**config.mk**
```make
export PLATFORM = sky130hd
export DESIGN_NAME = opr_phase_sequencer
export DESIGN_NICKNAME = d
export VERILOG_FILES = /design/src/rtl/opr_phase_sequencer.sv
export SDC_FILE = /design/constraint.sdc
export NUM_CORES = 1
export LEC_CHECK = 0
export BUFFER_PORTS_ARGS = -buffer_cell sky130_fd_sc_hd__buf_2
export CELL_PAD_IN_SITES_DETAIL_PLACEMENT = 1
export CELL_PAD_IN_SITES_GLOBAL_PLACEMENT = 2
export CORE_MARGIN = 3
export CORE_UTILIZATION = 23
export DETAILED_ROUTE_END_ITERATION = 10
export GPL_TIMING_DRIVEN = 0
export PLACE_DENSITY_LB_ADDON = 0.12
export SYNTH_ARGS = -nofsm -noshare
export SYNTH_HDL_FRONTEND = slang
export SYNTH_SLANG_ARGS = --single-unit
```
**constraint.sdc**
```tcl
create_clock -name clk -period 1.1 [get_ports clk]
set_input_delay 0.11 -clock clk [delete_from_list [all_inputs] [get_ports clk]]
set_output_delay 0.11 -clock clk [all_outputs]
set_load 0.03 [all_outputs]
```
**src/rtl/opr_phase_sequencer.sv**
```systemverilog
// rtl/opr_phase_sequencer.sv - per-phase ck/stb timing sequencer for the instruction decoders
// Moore FSM: every output decodes from the state, phase counter and fault registers.
module opr_phase_sequencer #(
  parameter int NPHASE = 6
) (
  input  logic              clk,
  input  logic              reset,
  input  logic              run,
  input  logic              step,
  input  logic              done,
  output logic [NPHASE-1:0] ck,
  output logic [NPHASE-1:0] stb,
  output logic              instr_start,
  output logic              busy,
  output logic              fault,
  output logic [3:0]        phase
);

  typedef enum logic [2:0] {
    S_IDLE,
    S_START,
    S_PA,
    S_PB,
    S_GAP
  } state_t;

  localparam logic [3:0] LAST_PHASE = 4'(NPHASE);

  state_t     state;
  state_t     state_nx;
  logic [3:0] cnt;
  logic [3:0] cnt_nx;
  logic       fault_q;
  logic       fault_nx;
  logic       in_phase;

  always_ff @(posedge clk or posedge reset) begin
    if (reset) begin
      state   <= S_IDLE;
      cnt     <= 4'd0;
      fault_q <= 1'b0;
    end else begin
      state   <= state_nx;
      cnt     <= cnt_nx;
      fault_q <= fault_nx;
    end
  end

  always_comb begin
    state_nx = state;
    cnt_nx   = cnt;
    fault_nx = fault_q;
    case (state)
      S_IDLE: begin
        cnt_nx = 4'd0;
        if (run || step) begin
          state_nx = S_START;
        end
      end
      S_START: begin
        fault_nx = 1'b0;
        cnt_nx   = 4'd1;
        state_nx = S_PA;
      end
      S_PA: begin
        // done ends the instruction before this phase's write strobe fires
        if (done) begin
          state_nx = S_GAP;
        end else begin
          state_nx = S_PB;
        end
      end
      S_PB: begin
        if (cnt == LAST_PHASE) begin
          fault_nx = 1'b1;
          cnt_nx   = 4'd0;
          state_nx = S_IDLE;
        end else begin
          cnt_nx   = cnt + 4'd1;
          state_nx = S_PA;
        end
      end
      S_GAP: begin
        cnt_nx = 4'd0;
        if (run) begin
          state_nx = S_START;
        end else begin
          state_nx = S_IDLE;
        end
      end
      default: begin
        cnt_nx   = 4'd0;
        state_nx = S_IDLE;
      end
    endcase
  end

  assign in_phase = (state == S_PA) || (state == S_PB);

  // ck stays high through PB so operand data is stable while stb fires
  always_comb begin
    ck  = '0;
    stb = '0;
    for (int i = 0; i < NPHASE; i++) begin
      if (in_phase && (cnt == 4'(i + 1))) begin
        ck[i]  = 1'b1;
        stb[i] = (state == S_PB);
      end
    end
  end

  assign instr_start = (state == S_START);
  assign busy        = (state != S_IDLE);
  assign fault       = fault_q;
  assign phase       = in_phase ? cnt : 4'd0;

endmodule

```
==> out/qor.yml, run 1 <==
run_status:
  outcome: "finished, violations left"
  violations: "setup timing"
sta:
  timing.fmax_mhz: 583
  fin_crit_sh: 1.56
  hold_viol_final: 0
  maxSlewViolCount: 0
  worstMarginPinSlew_ns: 0.330
  finClkSkew_ns: 0.00393
  rsz0062_at_grt: "true"
  relSlewSlack: 0.780
  finalCriticalPeriod_ns: 1.72
  setup_viol: 25
  layout_setup_ws_ns: -0.616
detailed_routing:
  drtIter0Drc: 6
  post_drt_wl_per_cell_um: 16.2
  vias: 699
  ant_nets: 0
  firstDrtPassIters: 4
  wl_um: 2330
  drc: 0
  via_per_inst: 4.85
global_route:
  antenna_found_initial: 0
  grt_overflow: 0
  grt_first_pass_wirelength_um: 3640
  grt_max_degree: 11
  grt_pass1_vias: 731
  track_usage: 0.149
critical_path:
  path_cells: "nor4b_4, buf_4, and3_2, buf_6"
  crit_arrival_ns: 1.61
  critical_path.slowest_cell: "dfrtp_2"
  worstPathMaxFanout: 4
  endpoint_kind: "primary output"
  crit_type: "reg -> out"
  worst-path-buf-inv: 2
  max_stage_delay_ns: 0.46
  startpoint_type: "flop"
  worstPathRequired_ns: 0.99
  critPathTopFamily: "simple AND/OR/NAND/NOR gates"
yosys:
  synthDistinctLibCells: 30
  synth_top_area_cell: "dfrtp_1"
  synth_area_leaders: "dfrtp_1 34%, and2_1 4.3%, nor4bb_4 4.3%"
  synth_seq_area_share: 0.344
  ys_seq_elements: 8
  synth_area_um2: 582
  yosys.area.top_type_share: 0.344
  ys_warn_count: 0
  synth_nets: 72
  syn_area_per_cell_um2: 8.68
  synth_cells: 67
clock_tree:
  clockBufferDepth: 2
  cts_made_buffers: 3
  path_clk_slew_ns: 0.06
  clock_tree.root_cell: "clkbuf_4"
  h-tree-depth: 1
  clock-sinks: 8
  insertion_delay_ns: 0.27
  cts_tree: "built"
pwr:
  p_leak_nw: 0.569
  vdd_drop_max_mv: 1.34
  power_density_nw_per_um2: 2410
  finalPower_mw: 3.21
finish:
  diodes: 0
  drive_gt1_frac: 0.767
  nFillCells: 242
  syn2layout_area_growth_pct: 129
  final_area_um2: 1330
  layout.cells.non_filler: 144
  nets: 122
  fin_util: 0.580
placed_design:
  dp_cells: 118
  dp_slack_ns: -0.407
  gp_congestion: 0.722
  hpwl_um: 1250
  placed_cell_area_um2: 857
  port_buffers: 23
flow_run:
  drv_cap: 0
die:
  core_um2: 2300
  start_util: 0.253
  die_h_um: 56.3
  ioPinCount: 24
  core.rowCount: 17
  die_x_um: 56.3
  die_area_um2: 3170
hold_path:
  min_path_type: "in -> reg"
==> stage by stage <==
stage | TNS, ns | hold WS (ns)
after floorplan | -2.01 | -0.0745
after global placement | -4.64 | 0.0785
after detailed placement | -4.82 | 0.0772
after CTS | -8.87 | 0.118
after global routing | -11.05 | 0.165
final | -9.40 | 0.163
==> cell type report <==
type / count / area, um^2 / area share
plain buffers: 5 / 45.0 / 0.0338
clock buffers: 4 / 26.3 / 0.0197
multi-input cells: 51 / 546 / 0.410
flip-flops and latches: 8 / 205 / 0.154
inverters: 4 / 31.3 / 0.0235
well taps: 28 / 35.0 / 0.0263
repair buffers: 44 / 443 / 0.333
==> cell usage in the layout, fill, tap and decap left out, drive strengths merged, types with 2 or more instances in the layout <==
| cell type | Yosys | layout |
|---|---|---|
| buf | 4 | 47 |
| dfrtp | 8 | 8 |
| nand2 | 5 | 6 |
| clkbuf | 1 | 5 |
| and2 | 4 | 4 |
| a21oi | 4 | 4 |
| nor3 | 4 | 4 |
| nor2 | 4 | 4 |
| nor4 | 3 | 3 |
| a31oi | 3 | 3 |
| nand2b | 3 | 3 |
| and3 | 3 | 3 |
| inv | 4 | 2 |
| nor3b | 2 | 2 |
| nand3b | 2 | 2 |
| nor2b | 2 | 2 |
==> routing by layer <==
metal / global-route usage / part of all wire
met5: 0 / 0
met4: 0.0746 / 0.0094
met3: 0.0391 / 0.041
met2: 0.220 / 0.51
met1: 0.199 / 0.43
==> registers in the layout, summed over array words and instances (netlist names) <==
register	count
fault	1
cnt	4
state	3
==> final timing paths <==
kind                                 end  depth (start not counted)  startpoint  slack (ns)
worst max-delay path               ck[2]                          4      cnt[3]       -0.62
worst min-delay path            state[2]                          3        done        0.16
worst max register to register    cnt[0]                          4      cnt[1]       -0.23
worst min register to register     fault                          2       fault        0.52
max in group asynchronous         cnt[1]                          3       reset        0.51
min in group asynchronous       state[1]                          3       reset        0.33
==> kinds of logic (layout without fill, tap and decap cells) <==
kind of cell,Yosys count,in the layout,synth area share
AOI/OAI and AO/OA,11,11,0.125
xor gates and xnor gates,1,1,0.0151
buffers and inverters,9,57,0.0731
DFF,8,8,0.344
and+or+nand+nor,38,39,0.443
==> power breakdown <==
group          leakage [nW]  switching (mW)  total, mW  internal (mW)
clock network        0.0150           0.116      0.256          0.140
registers            0.0994           0.104      0.488          0.383
logic                 0.454            1.30       2.47           1.16
total                 0.569            1.52       3.21           1.69
==> tightest hold or removal path: stages <==
cell and delay (ns):
buf_2 0.09, inv_1 0.14, nor3_4 0.06
==> cell usage after synthesis (all sizes together) <==
cell and count:
a211oi 1, a21oi 4, a311oi 1, a31oi 3, and2 4, and2b 1
and3 3, buf 4, clkbuf 1, dfrtp 8, inv 4, nand2 5
nand2b 3, nand3 1, nand3b 2, nand4 1, nor2 4, nor2b 2
nor3 4, nor3b 2, nor4 3, nor4b 1, nor4bb 1, o211a 1
o21bai 1, or3 1, xor2 1
==> what timing repair did <==
| item | 4_1_cts | 5_1_grt |
|---|---|---|
| gates cloned | 1 | 0 |
| setup buffers | 13 | 9 |
| gates resized for setup | 51 | 25 |
| endpoints found under the hold margin | 8 | 0 |
| pin swaps | 17 | 15 |
| setup endpoints to repair | 25 | 26 |
| hold buffers | 1 | 0 |
Note: power is estimated with default switching activity, not from simulation.
==> inputs of run 2 (changes only) <==
--- a/config.mk
+++ b/config.mk
@@ -12,7 +12,7 @@
 export CORE_UTILIZATION = 23
 export DETAILED_ROUTE_END_ITERATION = 10
 export GPL_TIMING_DRIVEN = 0
-export PLACE_DENSITY_LB_ADDON = 0.12
+export PLACE_DENSITY_LB_ADDON = 0.1
 export SYNTH_ARGS = -nofsm -noshare
 export SYNTH_HDL_FRONTEND = slang
 export SYNTH_SLANG_ARGS = --single-unit
==> run 2 against run 1 <==
The flow still finishes with violations (setup timing). Register-to-register slack worse by 0.06 ns. Clock skew up 0.0069 ns. Utilization down 0.76 points. Critical path depth unchanged. Worst setup slack better by 0.043 ns. Power down 1.2%. Sequential power down 2%. Via count up 4.1%. Design area down 1.3%. Combinational power about the same. Hold slack worse by 0.0059 ns. Count of clock-buffer cells in the layout unchanged. Critical endpoint is now ck[1].
==> out/qor.yml, run 2 (synthesis gave the netlist of run 1 again) <==
finish:
  nets: 123
  multi_input_area_um2: 527
  layout.cells.non_filler: 145
  syn2layout_area_growth_pct: 126
  largest_reg_flops: 4
  layout_commonest_cell: "buf_6"
  regMostFlops: "cnt"
  diodes: 0
  nFillCells: 247
  layout_common_cells: "30 x buf_6, 13 x buf_4, 5 x buf_2"
  register_area_um2: 205
  drive_gt1_frac: 0.752
  final_area_um2: 1310
  fin_util: 0.572
pwr:
  p_int_mw: 1.70
  power_density_nw_per_um2: 2420
  switching_share: 0.464
  p_clk_frac: 0.078
  pwr-share-seq: 0.151
  p_comb_frac: 0.771
  finalPower_mw: 3.17
  switching_power_mw: 1.47
  vdd_drop_max_mv: 1.21
  p_leak_nw: 0.571
detailed_routing:
  wl_um: 2530
  drc: 0
  firstDrtPassIters: 4
  vias: 728
  drtIter0Drc: 15
  m1WireLength_um: 1070
  met3WireLength_um: 86
  ant_nets: 0
  top_layer_used: "met3"
  post_drt_wl_per_cell_um: 17.5
  via_per_inst: 5.02
  wl_met2_um: 1380
placed_design:
  dp_slack_ns: -0.406
  dp_cells: 118
  port_buffers: 23
  hpwl_um: 1280
  gp_congestion: 0.687
  placed_cell_area_um2: 857
clock_tree:
  h-tree-depth: 1
  clock-sinks: 8
  clockBufferDepth: 2
  path_clk_slew_ns: 0.06
  insertion_delay_ns: 0.26
  cts_tree: "built"
  clock_tree.root_cell: "clkbuf_4"
  cts_made_buffers: 3
flow_run:
  drv_cap: 0
sta:
  finalCriticalPeriod_ns: 1.67
  hold_viol_final: 0
  fin_crit_sh: 1.52
  hold_slack_ns: 0.157
  timing.setup.tns_ns: -9.49
  setup_viol: 26
  worstMarginPinSlew_ns: 0.344
  timing.fmax_mhz: 598
  maxSlewViolCount: 0
  relSlewSlack: 0.770
  rsz0062_at_grt: "true"
  finClkSkew_ns: 0.0108
  layout_setup_ws_ns: -0.573
hold_path:
  min_path_type: "in -> reg"
critical_path:
  crit_type: "reg -> out"
  worstPathMaxFanout: 4
  worstPathRequired_ns: 0.99
  crit_arrival_ns: 1.56
  r2r_slack_ns: -0.29
  endpoint_kind: "primary output"
  startpoint_type: "flop"
global_route:
  grt_max_degree: 11
  grt_pass1_vias: 782
  antenna_found_initial: 0
  track_usage: 0.155
  grt_first_pass_wirelength_um: 3860
  grt_overflow: 0
die:
  core.rowCount: 17
  die_area_um2: 3170
  core_um2: 2300
  die_h_um: 56.3
  start_util: 0.253
  ioPinCount: 24
  die_x_um: 56.3
run_status:
  violations: "setup timing"
  outcome: "finished, violations left"
## run 2: cell types whose count changed in the layout (fill, tap and decap cells not counted), moves of 2 or more
cell	delta
buf_6	+4
and3_2	-2
and3_4	+2
buf_12	-2
## run 2: critical path: stages (launching register included)
cell     delay (ns)
dfrtp_2        0.47
nor4b_4        0.36
buf_4          0.18
and3_4         0.18
buf_6          0.12
## run 2: what timing repair did
item	in CTS	in global routing
pin swaps	19	6
setup buffers	19	9
hold endpoints to repair	8	0
hold buffers	1	0
setup endpoints to repair	25	26
cloned	0	0
resized for setup	66	14
## run 2: power groups by stage
stage / registers, mW / logic [mW] / clock network (mW)
2_1_floorplan: 0.459 / 1.09 / 0
5_1_grt: 0.489 / 2.60 / 0.277
3_3_place_gp: 0.481 / 1.36 / 0
6_report: 0.478 / 2.45 / 0.248
3_5_place_dp: 0.481 / 1.37 / 0
4_1_cts: 0.476 / 2.17 / 0.257
## run 2: worst paths after layout
| check | from | to | cells past startpoint |
|---|---|---|---|
| max in group asynchronous | reset | cnt[0] | 3 |
| min in group asynchronous | reset | state[0] | 3 |
| hold reg to reg | fault | fault | 2 |
| hold / removal | done | state[2] | 3 |
| setup reg to reg | cnt[3] | cnt[0] | 4 |
| setup / recovery | cnt[3] | ck[1] | 4 |
## run 2: metal layers
layer / vias to the layer above / track usage
li1: 341 / -
met5: - / 0
met3: 0 / 0.0414
met1: 371 / 0.200
met2: 16 / 0.265
met4: 0 / 0.0203
## run 2: layout make-up
cell class / instances / share of cell area
Buffer: 4 / 0.0343
Clock buffer: 4 / 0.0200
Inverter: 4 / 0.0152
Multi-Input combinational cell: 50 / 0.401
Sequential cell: 8 / 0.156
Tap cell: 28 / 0.0267
Timing Repair Buffer: 47 / 0.347
==> inputs of run 3 (changes only) <==
--- a/config.mk
+++ b/config.mk
@@ -8,10 +8,12 @@
 export BUFFER_PORTS_ARGS = -buffer_cell sky130_fd_sc_hd__buf_2
 export CELL_PAD_IN_SITES_DETAIL_PLACEMENT = 1
 export CELL_PAD_IN_SITES_GLOBAL_PLACEMENT = 2
+export CORE_ASPECT_RATIO = 1.4
 export CORE_MARGIN = 3
 export CORE_UTILIZATION = 23
 export DETAILED_ROUTE_END_ITERATION = 10
 export GPL_TIMING_DRIVEN = 0
+export MAX_ROUTING_LAYER = met4
 export PLACE_DENSITY_LB_ADDON = 0.1
 export SYNTH_ARGS = -nofsm -noshare
 export SYNTH_HDL_FRONTEND = slang
==> run 3 against run 2 <==
The run still ends with setup timing left. Count of clock-buffer cells in the layout unchanged. Global-route usage decreased by 0.64 points. Maximum frequency increased by 3.1%. Clock power decreased by 2%. Critical path depth unchanged. Critical path type unchanged.
==> out/qor.yml, run 3 (synthesis gave the netlist of run 1 again) <==
die:
  start_util: 0.255
  die_x_um: 48.5
  core_um2: 2280
  core.rowCount: 20
  die_h_um: 65.5
  die_area_um2: 3180
  ioPinCount: 24
run_status:
  violations: "setup timing"
  outcome: "finished, violations left"
placed_design:
  gp_congestion: 0.660
  dp_slack_ns: -0.385
  port_buffers: 23
  hpwl_um: 1290
clock_tree:
  cts_tree: "built"
  clock-sinks: 8
  insertion_delay_ns: 0.25
  clock_tree.root_cell: "clkbuf_4"
  h-tree-depth: 1
  path_clk_slew_ns: 0.06
  clockBufferDepth: 2
  cts_made_buffers: 3
detailed_routing:
  ant_nets: 0
  drc: 0
  wl_um: 2060
  firstDrtPassIters: 2
  via_per_inst: 4.60
  post_drt_wl_per_cell_um: 14.0
  vias: 676
  drtIter0Drc: 6
sta:
  timing.fmax_mhz: 616
  layout_setup_ws_ns: -0.523
  rsz0062_at_grt: "true"
  timing.setup.tns_ns: -9.26
  relSlewSlack: 0.777
  hold_viol_final: 0
  hold_slack_ns: 0.155
  finalCriticalPeriod_ns: 1.62
  setup_viol: 26
  finClkSkew_ns: 0.000681
  worstMarginPinSlew_ns: 0.333
  maxSlewViolCount: 0
  fin_crit_sh: 1.48
pwr:
  power_density_nw_per_um2: 2370
  p_leak_nw: 0.547
  finalPower_mw: 2.96
  switching_share: 0.464
  p_comb_frac: 0.744
  p_clk_frac: 0.083
  vdd_drop_max_mv: 1.58
  pwr-share-seq: 0.174
  switching_power_mw: 1.37
  p_int_mw: 1.59
finish:
  nets: 120
  multi_input_area_um2: 515
  layout_commonest_cell: "buf_6"
  register_area_um2: 206
  fin_util: 0.549
  diodes: 0
  layout_common_cells: "24 x buf_6, 18 x buf_4, 5 x dfrtp_2, 5 x buf_2, 4 x and2_4"
  nFillCells: 250
  drive_gt1_frac: 0.754
  syn2layout_area_growth_pct: 115
  regMostFlops: "cnt"
  largest_reg_flops: 4
critical_path:
  max_stage_delay_ns: 0.44
  worstPathMaxFanout: 3
  startpoint_type: "flop"
  worst-path-buf-inv: 2
  crit_cells: 4
  worstPathRequired_ns: 0.99
  path_cells: "buf_4, nor4bb_4, and3_4, buf_6"
  critPathTopFamily: "simple AND/OR/NAND/NOR gates"
  critical_path.slowest_cell: "dfrtp_2"
  endpoint_kind: "primary output"
  crit_type: "reg -> out"
  rr_worst_depth: 6
  crit_arrival_ns: 1.51
hold_path:
  min_path_type: "in -> reg"
  holdPathStages: 3
flow_run:
  drv_cap: 0
global_route:
  grt_max_degree: 11
  antenna_found_initial: 0
  grt_overflow: 0
  grt_first_pass_wirelength_um: 3480
  grt_pass1_vias: 685
  track_usage: 0.149
## run 3: changes by cell type in the layout (fill, tap and decap cells not counted)
cell,previous run,this run
dfrtp_1,4,3
and3_2,0,2
nand2b_4,2,1
buf_4,13,18
dfrtp_2,4,5
and3_4,3,1
buf_8,2,0
a21oi_2,0,1
buf_6,30,24
a21oi_1,4,3
nand2b_1,1,2
## run 3: final timing paths
kind | start | end | slack [ns]
max | cnt[3] | stb[5] | -0.52
min | done | state[2] | 0.16
max reg2reg | cnt[3] | cnt[0] | -0.40
min reg2reg | fault | fault | 0.51
max in group asynchronous | reset | state[1] | 0.50
min in group asynchronous | reset | state[0] | 0.34
## run 3: tightest hold or removal path, stage by stage
cell,delay (ns)
buf_2,0.09
inv_1,0.12
nor3_4,0.05
## run 3: power groups by stage
stage	Combinational, mW	Clock, mW	Sequential (mW)
3_5_place_dp	1.36	0	0.487
4_1_cts	2.08	0.262	0.485
2_1_floorplan	1.09	0	0.459
5_1_grt	2.37	0.273	0.537
3_3_place_gp	1.37	0	0.484
6_report	2.20	0.244	0.515
## run 3: layer usage
metal	track usage	vias to the layer above	wire [um]
li1	-	333	-
met3	0.0181	2	72
met5	-	-	0
met1	0.171	325	895
met2	0.252	16	1070
met4	0.0854	0	23
## run 3: timing repair
action | CTS | global route
hold buffers | 1 | 0
gates resized for setup | 57 | 10
setup endpoints to repair | 25 | 26
cloned | 0 | 0
pin swaps | 13 | 7
setup buffers | 15 | 5
hold endpoints to repair | 8 | 0
## run 3: through the flow
| step | std cells | cell area [um^2] |
|---|---|---|
| after global routing | 147 | 1250 |
| after floorplan | 67 | 707 |
| after global placement | 123 | 863 |
| final | 147 | 1250 |
| after detailed placement | 123 | 863 |
| after CTS | 143 | 1190 |
## run 3: layout make-up
class                   instances  share of cell area
multi-input cells              50               0.412
repair buffers                 44               0.322
flip-flops and latches          8               0.165
well taps                      33              0.0330
plain buffers                   4              0.0300
clock buffers                   4              0.0210
inverters                       4              0.0160
